File: src/rtl/mem_arbiter.sv
// rtl/mem_arbiter.sv - round-robin fetch/data arbiter for a shared single-port RAM
module mem_arbiter #(
  parameter int MEM_LAT = 1
) (
  input  logic        clk,
  input  logic        rst,
  input  logic        i_req,
  input  logic [29:0] i_addr,
  output logic        i_ack,
  output logic [31:0] i_data,
  input  logic        d_req,
  input  logic [3:0]  d_we,
  input  logic [31:0] d_addr,
  input  logic [31:0] d_wdata,
  output logic        d_ack,
  output logic [31:0] d_rdata,
  output logic        mem_en,
  output logic [3:0]  mem_we,
  output logic [29:0] mem_addr,
  output logic [31:0] mem_wdata,
  input  logic [31:0] mem_rdata,
  output logic        busy
);

  typedef enum logic [1:0] {IDLE, ISSUE, WAIT, RESP} state_t;

  state_t     state;
  logic       last_d;
  logic       grant_d;
  logic [3:0] cnt;
  logic       pick_d;
  logic       unused;

  // On a tie the port that did not win last time is chosen.
  assign pick_d = d_req & (~i_req | ~last_d);
  assign unused = &{1'b0, d_addr[1:0]};

  always_ff @(posedge clk or posedge rst) begin
    if (rst) begin
      state     <= IDLE;
      last_d    <= 1'b1;
      grant_d   <= 1'b0;
      cnt       <= 4'd0;
      i_ack     <= 1'b0;
      i_data    <= 32'd0;
      d_ack     <= 1'b0;
      d_rdata   <= 32'd0;
      mem_en    <= 1'b0;
      mem_we    <= 4'd0;
      mem_addr  <= 30'd0;
      mem_wdata <= 32'd0;
      busy      <= 1'b0;
    end else begin
      case (state)
        IDLE: begin
          if (i_req || d_req) begin
            grant_d <= pick_d;
            last_d  <= pick_d;
            mem_en  <= 1'b1;
            busy    <= 1'b1;
            state   <= ISSUE;
            if (pick_d) begin
              mem_we    <= d_we;
              mem_addr  <= d_addr[31:2];
              mem_wdata <= d_wdata;
            end else begin
              mem_we    <= 4'd0;
              mem_addr  <= i_addr;
              mem_wdata <= 32'd0;
            end
          end
        end
        ISSUE: begin
          mem_en    <= 1'b0;
          mem_we    <= 4'd0;
          mem_addr  <= 30'd0;
          mem_wdata <= 32'd0;
          cnt       <= 4'(MEM_LAT - 1);
          state     <= WAIT;
        end
        WAIT: begin
          if (cnt == 4'd0) begin
            if (grant_d) begin
              d_rdata <= mem_rdata;
              d_ack   <= 1'b1;
            end else begin
              i_data <= mem_rdata;
              i_ack  <= 1'b1;
            end
            state <= RESP;
          end else begin
            cnt <= cnt - 4'd1;
          end
        end
        RESP: begin
          i_ack <= 1'b0;
          d_ack <= 1'b0;
          busy  <= 1'b0;
          state <= IDLE;
        end
        default: state <= IDLE;
      endcase
    end
  end

endmodule

File: config.mk
export PLATFORM = sky130hd
export DESIGN_NAME = mem_arbiter
export DESIGN_NICKNAME = d
export VERILOG_FILES = /design/src/rtl/mem_arbiter.sv
export SDC_FILE = /design/constraint.sdc
export NUM_CORES = 1
export LEC_CHECK = 0
export ABC_AREA = 1
export CORE_ASPECT_RATIO = 1.5
export CORE_MARGIN = 2
export CORE_UTILIZATION = 45
export CTS_CLUSTER_SIZE = 8
export DETAILED_ROUTE_END_ITERATION = 7
export PLACE_DENSITY = 0.92
export SYNTH_ARGS = -nofsm -noshare
export SYNTH_HDL_FRONTEND = slang
export SYNTH_SLANG_ARGS = --single-unit
File: constraint.sdc
create_clock -name clk -period 8.3 [get_ports clk]
set_input_delay 1.66 -clock clk [delete_from_list [all_inputs] [get_ports clk]]
set_output_delay 1.66 -clock clk [all_outputs]
set_load 0.03 [all_outputs]
==> run summary, run 1 <==
=======================================================================================
Run status                                                                 finished clean
Total gr overflow                                                                     0
Slowest Stage Delay on Critical Path                                            0.91 ns
ANT cells                                                                             0
CP max-delay cell                                                          sky130_fd_sc_hd__buf_4
Count of placed standard cells including taps                                      1095
Layout cell share with drive strength beyond 1                                   4.860%
Routed wire length                                                         16560 microns
Core region area                                                           0.01308 sq mm
Share of synthesized area occupied by flip-flops and latches                     58.66%
Setup TNS                                                                          0 ns
Number of non-filler instances in the completed layout                             1126
Number of violations reported at the end of detailed-routing iteration 0            245
Final critical path time including I/O delays and setup                        3.153 ns
Post-route DRC violation count                                                        0
Cell-internal power                                                            2.184 mW
Post-DR vias/cell                                                                 4.835
Switching Fraction                                                               43.43%
Part of the power in combinational logic                                          50.8%
Chip Width                                                                 98.75 microns
Total routing resource utilization after global routing                          23.20%
Initial antenna violation count                                                       0
Row Count                                                                            51
Total iterations of the first detailed-routing run                                    4
Avg Cell Area, Syn                                                          8.620 sq um
Clock-pin slew on the worst setup and hold paths                                0.06 ns
Final setup viols                                                                     0
Area added between synthesis and finish                                          53.17%
Total nets after synthesis                                                          843
Die Height                                                                 146.1 microns
Most area-hungry cell type in the Yosys netlist                            sky130_fd_sc_hd__dfrtp_1
Category of the worst setup path capture point                                async pin
Cells along the critical path                                              clkdlybuf4s50_1, inv_6, buf_4
Setup Crit Path Kind                                                       input pin to async pin
Final Util                                                                       70.95%
Worst slack after detailed placement                                           4.601 ns
Power density normalized to cell area                                      415.9 mW/mm^2
Delay-heaviest family, CP                                                  buffers and inverters
Synth Instances                                                                     703
Max rail drop VDD                                                             0.2204 mV
Pin count of the biggest net entering global routing                                 87
Path category of the worst min-delay check                                 register to register
Fmax achieved                                                                 317.1 MHz
Maximum clock insertion buffer count                                                  2
Mean routed wirelength per cell                                            14.70 microns
Largest cells by area after synthesis                                      sky130_fd_sc_hd__dfrtp_1 58%, sky130_fd_sc_hd__nand2_1 15%, sky130_fd_sc_hd__o21ai_0 5.0%
Number of failing hold endpoints at the final stage                                   0
Worst path arrival time                                                         3.52 ns
Number of nets with antenna violations after routing                                  0
Pins over their slew limit                                                            0
RSZ-0062 raised after global routing                                              false
Crit path setup slack, layout                                                  5.147 ns
Switching pwr                                                                  1.677 mW
CP Data Required Time                                                           8.66 ns
Number of buffers and inverters on the critical path                                  3
Htree depth                                                                           4
Top-Level Pins                                                                      268
Die outline area                                                           0.01443 sq mm
Global-route wire length before repair                                     26790 microns
CTS Hold Buffers Added                                                                0
Final HPWL from detailed placement                                         11840 microns
Worst Reg2Reg Path Length in Cells                                                    6
Syn Std Cell Area                                                          0.006060 sq mm
Flip-flop and latch count after synthesis                                           142
Fin crit share                                                                   37.99%
Biggest fanout along the worst timing path                                           86
Proportion of power drawn by flip-flops and latches                               30.4%
Number of vias in the routed layout                                                5444
Setup skew after layout                                                      0.01384 ns
Via count of the first global-routing pass                                         5312
Part of the total power dissipated in the clock network                           18.9%
CTS tree                                                                            yes
Startpoint type of the worst setup path                                       input pin
Post-cts resize count                                                                 0
Port Buffers                                                                        265
Clock sink count                                                                    142
Worst slew margin relative to its limit                                          27.92%
Transition time at the pin with the least slew margin                          1.081 ns
Initial core utilization                                                         46.32%
CTS Root Cell                                                              sky130_fd_sc_hd__clkbuf_16
Portion of synthesized cell area occupied by the leading cell type               58.23%
Net count, final                                                                   1095
Max capacitance violation total                                                       0
Number of cells on the worst hold path                                                2
Final RePlAce weighted congestion                                                0.8818
Crit. path cell count                                                                 3
Synth unique cells                                                                   23
Postcts setup bufs                                                                    0
Clock Latency Late Sink                                                         0.41 ns
Number of buffers inserted during clock tree synthesis                               17
Total of warnings raised by yosys                                                     0
Reported leakage power                                                         4.527 nW
=======================================================================================
layer usage:
| metal | vias up | GRT usage [%] | wire length, microns |
|---|---|---|---|
| met4 | 0 | 11.37 | 771 |
| met1 | 2529 | 26.99 | 6346 |
| met5 | - | 0 | 0 |
| li1 | 2673 | - | - |
| met2 | 188 | 39.05 | 8552 |
| met3 | 54 | 6.415 | 886 |
cell type report:
| class | count | area, sq um |
|---|---|---|
| Fill cell | 943 | 3800 |
| Sequential cell | 142 | 3555 |
| Timing Repair Buffer | 271 | 2698 |
| Multi-Input combinational cell | 443 | 1958 |
| Clock buffer | 20 | 456.7 |
| Inverter | 80 | 305.3 |
| Tap cell | 159 | 198.9 |
| Clock inverter | 11 | 110.1 |
through the flow:
| stage | power (mW) | instance area, sq um | hold WS [ns] |
|---|---|---|---|
| finish | 3.860 | 9281 | 0.4703 |
| detailed placement | 3.154 | 8715 | 0.4572 |
| floorplan | 2.358 | 6060 | 0.4469 |
| CTS | 3.893 | 9281 | 0.4721 |
| global route | 4.088 | 9281 | 0.4835 |
| global placement | 3.097 | 8715 | 0.4525 |
path summary, 6_finish.rpt:
path	startpoint	end	slack (ns)
max	rst	mem_addr[2]$_DFFE_PP0P_	5.15
min	mem_wdata[8]$_DFFE_PP0P_	mem_wdata[8]$_DFFE_PP0P_	0.47
max reg2reg	state[0]$_DFFE_PP0P_	mem_en$_DFFE_PP0P_	6.27
min reg2reg	mem_wdata[8]$_DFFE_PP0P_	mem_wdata[8]$_DFFE_PP0P_	0.47
max in group clk	i_data[9]$_DFFE_PP0P_	i_data[9]	5.17
min in group asynchronous	rst	mem_wdata[3]$_DFFE_PP0P_	1.69
cell usage in the layout, fill, tap and decap left out, types with 2 or more instances in the layout:
master                            count
sky130_fd_sc_hd__o21ai_1             40
sky130_fd_sc_hd__o22ai_1              2
sky130_fd_sc_hd__clkinv_4             3
sky130_fd_sc_hd__nor2_1              34
sky130_fd_sc_hd__clkdlybuf4s50_1    265
sky130_fd_sc_hd__clkbuf_16           17
sky130_fd_sc_hd__clkbuf_8             2
sky130_fd_sc_hd__a21boi_0             2
sky130_fd_sc_hd__inv_1               78
sky130_fd_sc_hd__nand2_1            248
sky130_fd_sc_hd__ha_1                 6
sky130_fd_sc_hd__nand3_1             41
sky130_fd_sc_hd__o21ai_0             60
sky130_fd_sc_hd__nand3_2              3
sky130_fd_sc_hd__buf_4                6
sky130_fd_sc_hd__inv_6                4
sky130_fd_sc_hd__clkinvlp_4           3
sky130_fd_sc_hd__dfrtp_1            141
worst register-to-register path, cell delays in order (launching register included):
cell and delay (ns):
sky130_fd_sc_hd__dfrtp_1 0.41, sky130_fd_sc_hd__inv_1 0.11, sky130_fd_sc_hd__ha_1 0.31, sky130_fd_sc_hd__nand3_2 0.19, sky130_fd_sc_hd__o21ai_4 0.09, sky130_fd_sc_hd__buf_4 0.59, sky130_fd_sc_hd__o21ai_0 0.19
power groups by stage:
stage	combinational (mW)	sequential [mW]	clock (mW)
floorplan	0.614	1.74	0
global placement	1.93	1.16	0
detailed placement	1.98	1.18	0
CTS	1.98	1.17	0.741
global route	2.11	1.21	0.772
finish	1.96	1.17	0.728
Yosys cell counts:
library cell / count
sky130_fd_sc_hd__a21boi_0: 2
sky130_fd_sc_hd__buf_1: 1
sky130_fd_sc_hd__buf_2: 16
sky130_fd_sc_hd__buf_4: 5
sky130_fd_sc_hd__buf_6: 10
sky130_fd_sc_hd__clkbuf_1: 6
sky130_fd_sc_hd__dfrtp_1: 141
sky130_fd_sc_hd__dfstp_2: 1
sky130_fd_sc_hd__ha_1: 6
sky130_fd_sc_hd__inv_1: 79
sky130_fd_sc_hd__inv_2: 1
sky130_fd_sc_hd__nand2_1: 249
sky130_fd_sc_hd__nand3_1: 41
sky130_fd_sc_hd__nand3_2: 3
sky130_fd_sc_hd__nor2_1: 34
sky130_fd_sc_hd__nor2_2: 1
sky130_fd_sc_hd__nor2_4: 1
sky130_fd_sc_hd__nor3_1: 1
sky130_fd_sc_hd__o21ai_0: 60
sky130_fd_sc_hd__o21ai_1: 40
sky130_fd_sc_hd__o21ai_2: 2
sky130_fd_sc_hd__o21bai_1: 1
sky130_fd_sc_hd__o22ai_1: 2
kinds of logic (layout without fill, tap and decap cells):
logic type,Yosys count,count (layout),synth area share [%]
simple gates,330,330,21.78
flops,142,142,58.66
buf+inv,118,382,9.188
compound gates,107,107,9.127
fa+ha+maj,6,6,1.239
registers in the layout (all words and copies together) (netlist names):
signal,cells
mem_addr,30
busy,1
grant_d,1
i_ack,1
i_data,32
d_rdata,32
mem_en,1
mem_we,4
d_ack,1
state,2
cnt,4
mem_wdata,32
last_d,1
(Power assumes the default switching activity.)
==> inputs of run 2 (changes only) <==
--- a/config.mk
+++ b/config.mk
@@ -8,10 +8,10 @@
 export ABC_AREA = 1
 export CORE_ASPECT_RATIO = 1.5
 export CORE_MARGIN = 2
-export CORE_UTILIZATION = 45
+export CORE_UTILIZATION = 38
 export CTS_CLUSTER_SIZE = 8
 export DETAILED_ROUTE_END_ITERATION = 7
-export PLACE_DENSITY = 0.92
+export PLACE_DENSITY = 0.84
 export SYNTH_ARGS = -nofsm -noshare
 export SYNTH_HDL_FRONTEND = slang
 export SYNTH_SLANG_ARGS = --single-unit
==> constraint.sdc (replaced) <==
create_clock -name clk -period 2.8 [get_ports clk]
set_input_delay 0.56 -clock clk [delete_from_list [all_inputs] [get_ports clk]]
set_output_delay 0.56 -clock clk [all_outputs]
set_load 0.03 [all_outputs]
==> run 2 against run 1 <==
Sequential share of layout area decreased by 0.55 points. Via count rose by 0.42%. Core utilization down 11 points. Die area is 18% higher. Design area is 1.5% higher. Wire length is 0.21% lower. First-iteration DRC count increased by 44%. Count of clock-buffer cells in the layout is 1 lower. Sequential power grew to 3.0 times the previous value. Sequential cell count did not move. Clock power grew to 3.0 times the previous value. Critical endpoint is now mem_addr[10]$_DFFE_PP0P_. Largest power group unchanged. Highest routed layer unchanged.
==> run summary, run 2 (synthesis results as in run 1) <==
=======================================================================================
Clock sink count                                                                    142
Number of buffers inserted during clock tree synthesis                               17
CTS Root Cell                                                              sky130_fd_sc_hd__clkbuf_16
FF-to-FF setup slack                                                            0.56 ns
GR peak layer                                                                      met2
Post-cts resize count                                                                 0
CP Data Required Time                                                           3.12 ns
Setup TNS                                                                          0 ns
Initial core utilization                                                         38.78%
Final setup viols                                                                     0
Post-route DRC violation count                                                        0
Number of nets with antenna violations after routing                                  0
Worst Reg2Reg Path Length in Cells                                                    6
Max capacitance violation total                                                       0
Port Buffers                                                                        265
Maximum clock insertion buffer count                                                  2
Fmax achieved                                                                 447.0 MHz
Fin crit share                                                                   79.90%
Pin count of the biggest net entering global routing                                 85
Worst hold endpoint                                                        last_d$_DFFE_PP1P_
Clock Latency Late Sink                                                         0.41 ns
Reg-to-Reg End                                                             mem_addr[10]$_DFFE_PP0P_
Proportion of power drawn by flip-flops and latches                               30.0%
Htree depth                                                                           4
Number of cells on the worst hold path                                                2
Core region area                                                           0.01563 sq mm
Total power after layout                                                       11.57 mW
Part of the total power dissipated in the clock network                           19.1%
Switching pwr                                                                  5.038 mW
Setup skew after layout                                                      0.01219 ns
Final RePlAce weighted congestion                                                0.8628
Biggest fanout along the worst timing path                                           41
Final Util                                                                       60.27%
Area added between synthesis and finish                                          55.42%
Postcts setup bufs                                                                    0
Via count of the first global-routing pass                                         5201
Worst slew margin relative to its limit                                          27.60%
Number of violations reported at the end of detailed-routing iteration 0            353
Chip Width                                                                 107.1 microns
Total routing resource utilization after global routing                          19.30%
Leading registers by flop count                                            d_rdata (32), i_data (32), mem_wdata (32)
Part of the power in combinational logic                                          50.9%
Final HPWL from detailed placement                                         11850 microns
CTS Hold Buffers Added                                                                0
Number of vias in the routed layout                                                5467
Met3 track demand over resource in global routing                                4.953%
Path category of the worst min-delay check                                 register to register
Number of fill cells                                                               1325
Reported leakage power                                                         4.560 nW
Setup Crit Path Kind                                                       register to register
Met2 routing resource usage after global routing                                 34.27%
CTS tree                                                                            yes
Final critical path time including I/O delays and setup                        2.237 ns
Worst path arrival time                                                         2.56 ns
Power density normalized to cell area                                      1228 mW/mm^2
Commonest non-fill, non-tap cells in the layout                            265 x sky130_fd_sc_hd__clkdlybuf4s50_1, 248 x sky130_fd_sc_hd__nand2_1, 141 x sky130_fd_sc_hd__dfrtp_1
Routed wire length                                                         16520 microns
Post-DR vias/cell                                                                 4.649
Run status                                                                 finished clean
Global-route wire length before repair                                     25710 microns
Initial antenna violation count                                                       0
Most frequent standard cell in the layout excluding fill and tap cells     sky130_fd_sc_hd__clkdlybuf4s50_1
Worst slack after detailed placement                                          0.5071 ns
Crit path setup slack, layout                                                 0.5628 ns
Total gr overflow                                                                     0
Pins over their slew limit                                                            0
Layout cell share with drive strength beyond 1                                   5.447%
Number of failing hold endpoints at the final stage                                   0
Total iterations of the first detailed-routing run                                    6
Category of the worst setup path capture point                                 register
Global Route met1 Usage                                                          21.58%
Start point of the worst min-delay path                                    last_d$_DFFE_PP1P_
ANT cells                                                                             0
Switching Fraction                                                               43.55%
Max rail drop VDD                                                             0.5656 mV
Clock-pin slew on the worst setup and hold paths                                0.06 ns
Die outline area                                                           0.01699 sq mm
RSZ-0062 raised after global routing                                              false
Transition time at the pin with the least slew margin                          1.082 ns
Net count, final                                                                   1100
Die Height                                                                 158.7 microns
Cell-internal power                                                            6.529 mW
Startpoint type of the worst setup path                                        register
Mean routed wirelength per cell                                            14.05 microns
Launch point of the worst reg-to-reg path                                  state[1]$_DFFE_PP0P_
Row Count                                                                            56
Top-Level Pins                                                                      268
=======================================================================================
[run 2: layer usage]
metal | vias to the layer above | wire length [microns]
met3 | 35 | 808
met2 | 165 | 8916
met5 | - | 0
li1 | 2700 | -
met4 | 0 | 577
met1 | 2567 | 6220
[run 2: power groups by stage]
stage,sequential [mW],clock (mW),combinational [mW]
global placement,3.46,0,5.85
finish,3.47,2.20,5.89
CTS,3.48,2.26,5.96
global route,3.59,2.35,6.33
detailed placement,3.50,0,5.94
floorplan,5.17,0,1.82
[run 2: cell type report]
cell class / count / area (sq um) / share of cell area [%]
clock buffers: 19 / 442.9 / 4.703
inverters: 80 / 304.0 / 3.228
clock inverters: 13 / 131.4 / 1.395
well taps: 203 / 254.0 / 2.697
multi-input cells: 443 / 1958 / 20.79
flip-flops and latches: 142 / 3555 / 37.74
repair buffers: 276 / 2773 / 29.44
[run 2: worst max-delay path by stage]
stage | start | cells past startpoint | end | slack [ns]
4_1_cts | state[1]$_DFFE_PP0P_ | 6 | mem_addr[10]$_DFFE_PP0P_ | 0.52
3_3_place_gp | i_req | 7 | mem_addr[8]$_DFFE_PP0P_ | 0.57
6_report | state[1]$_DFFE_PP0P_ | 6 | mem_addr[10]$_DFFE_PP0P_ | 0.56
2_1_floorplan | rst | 1 | busy$_DFFE_PP0P_ | 0.46
5_1_grt | state[1]$_DFFE_PP0P_ | 6 | mem_addr[24]$_DFFE_PP0P_ | 0.37
3_5_place_dp | i_req | 7 | mem_addr[10]$_DFFE_PP0P_ | 0.51
[run 2: metrics by stage]
step	area, sq um	cells	hold slack [ns]
CTS	9418	1176	0.4724
finish	9418	1176	0.4699
floorplan	6063	703	0.4469
global placement	8843	1144	0.4525
global route	9418	1176	0.4816
detailed placement	8843	1144	0.4578
[run 2: worst max-delay path, stage by stage (launching register included)]
cell and delay, ns:
sky130_fd_sc_hd__dfrtp_1 0.39, sky130_fd_sc_hd__inv_1 0.09, sky130_fd_sc_hd__ha_1 0.31, sky130_fd_sc_hd__o21ai_4 0.89
sky130_fd_sc_hd__buf_4 0.33, sky130_fd_sc_hd__nand2_1 0.06, sky130_fd_sc_hd__o21ai_0 0.08
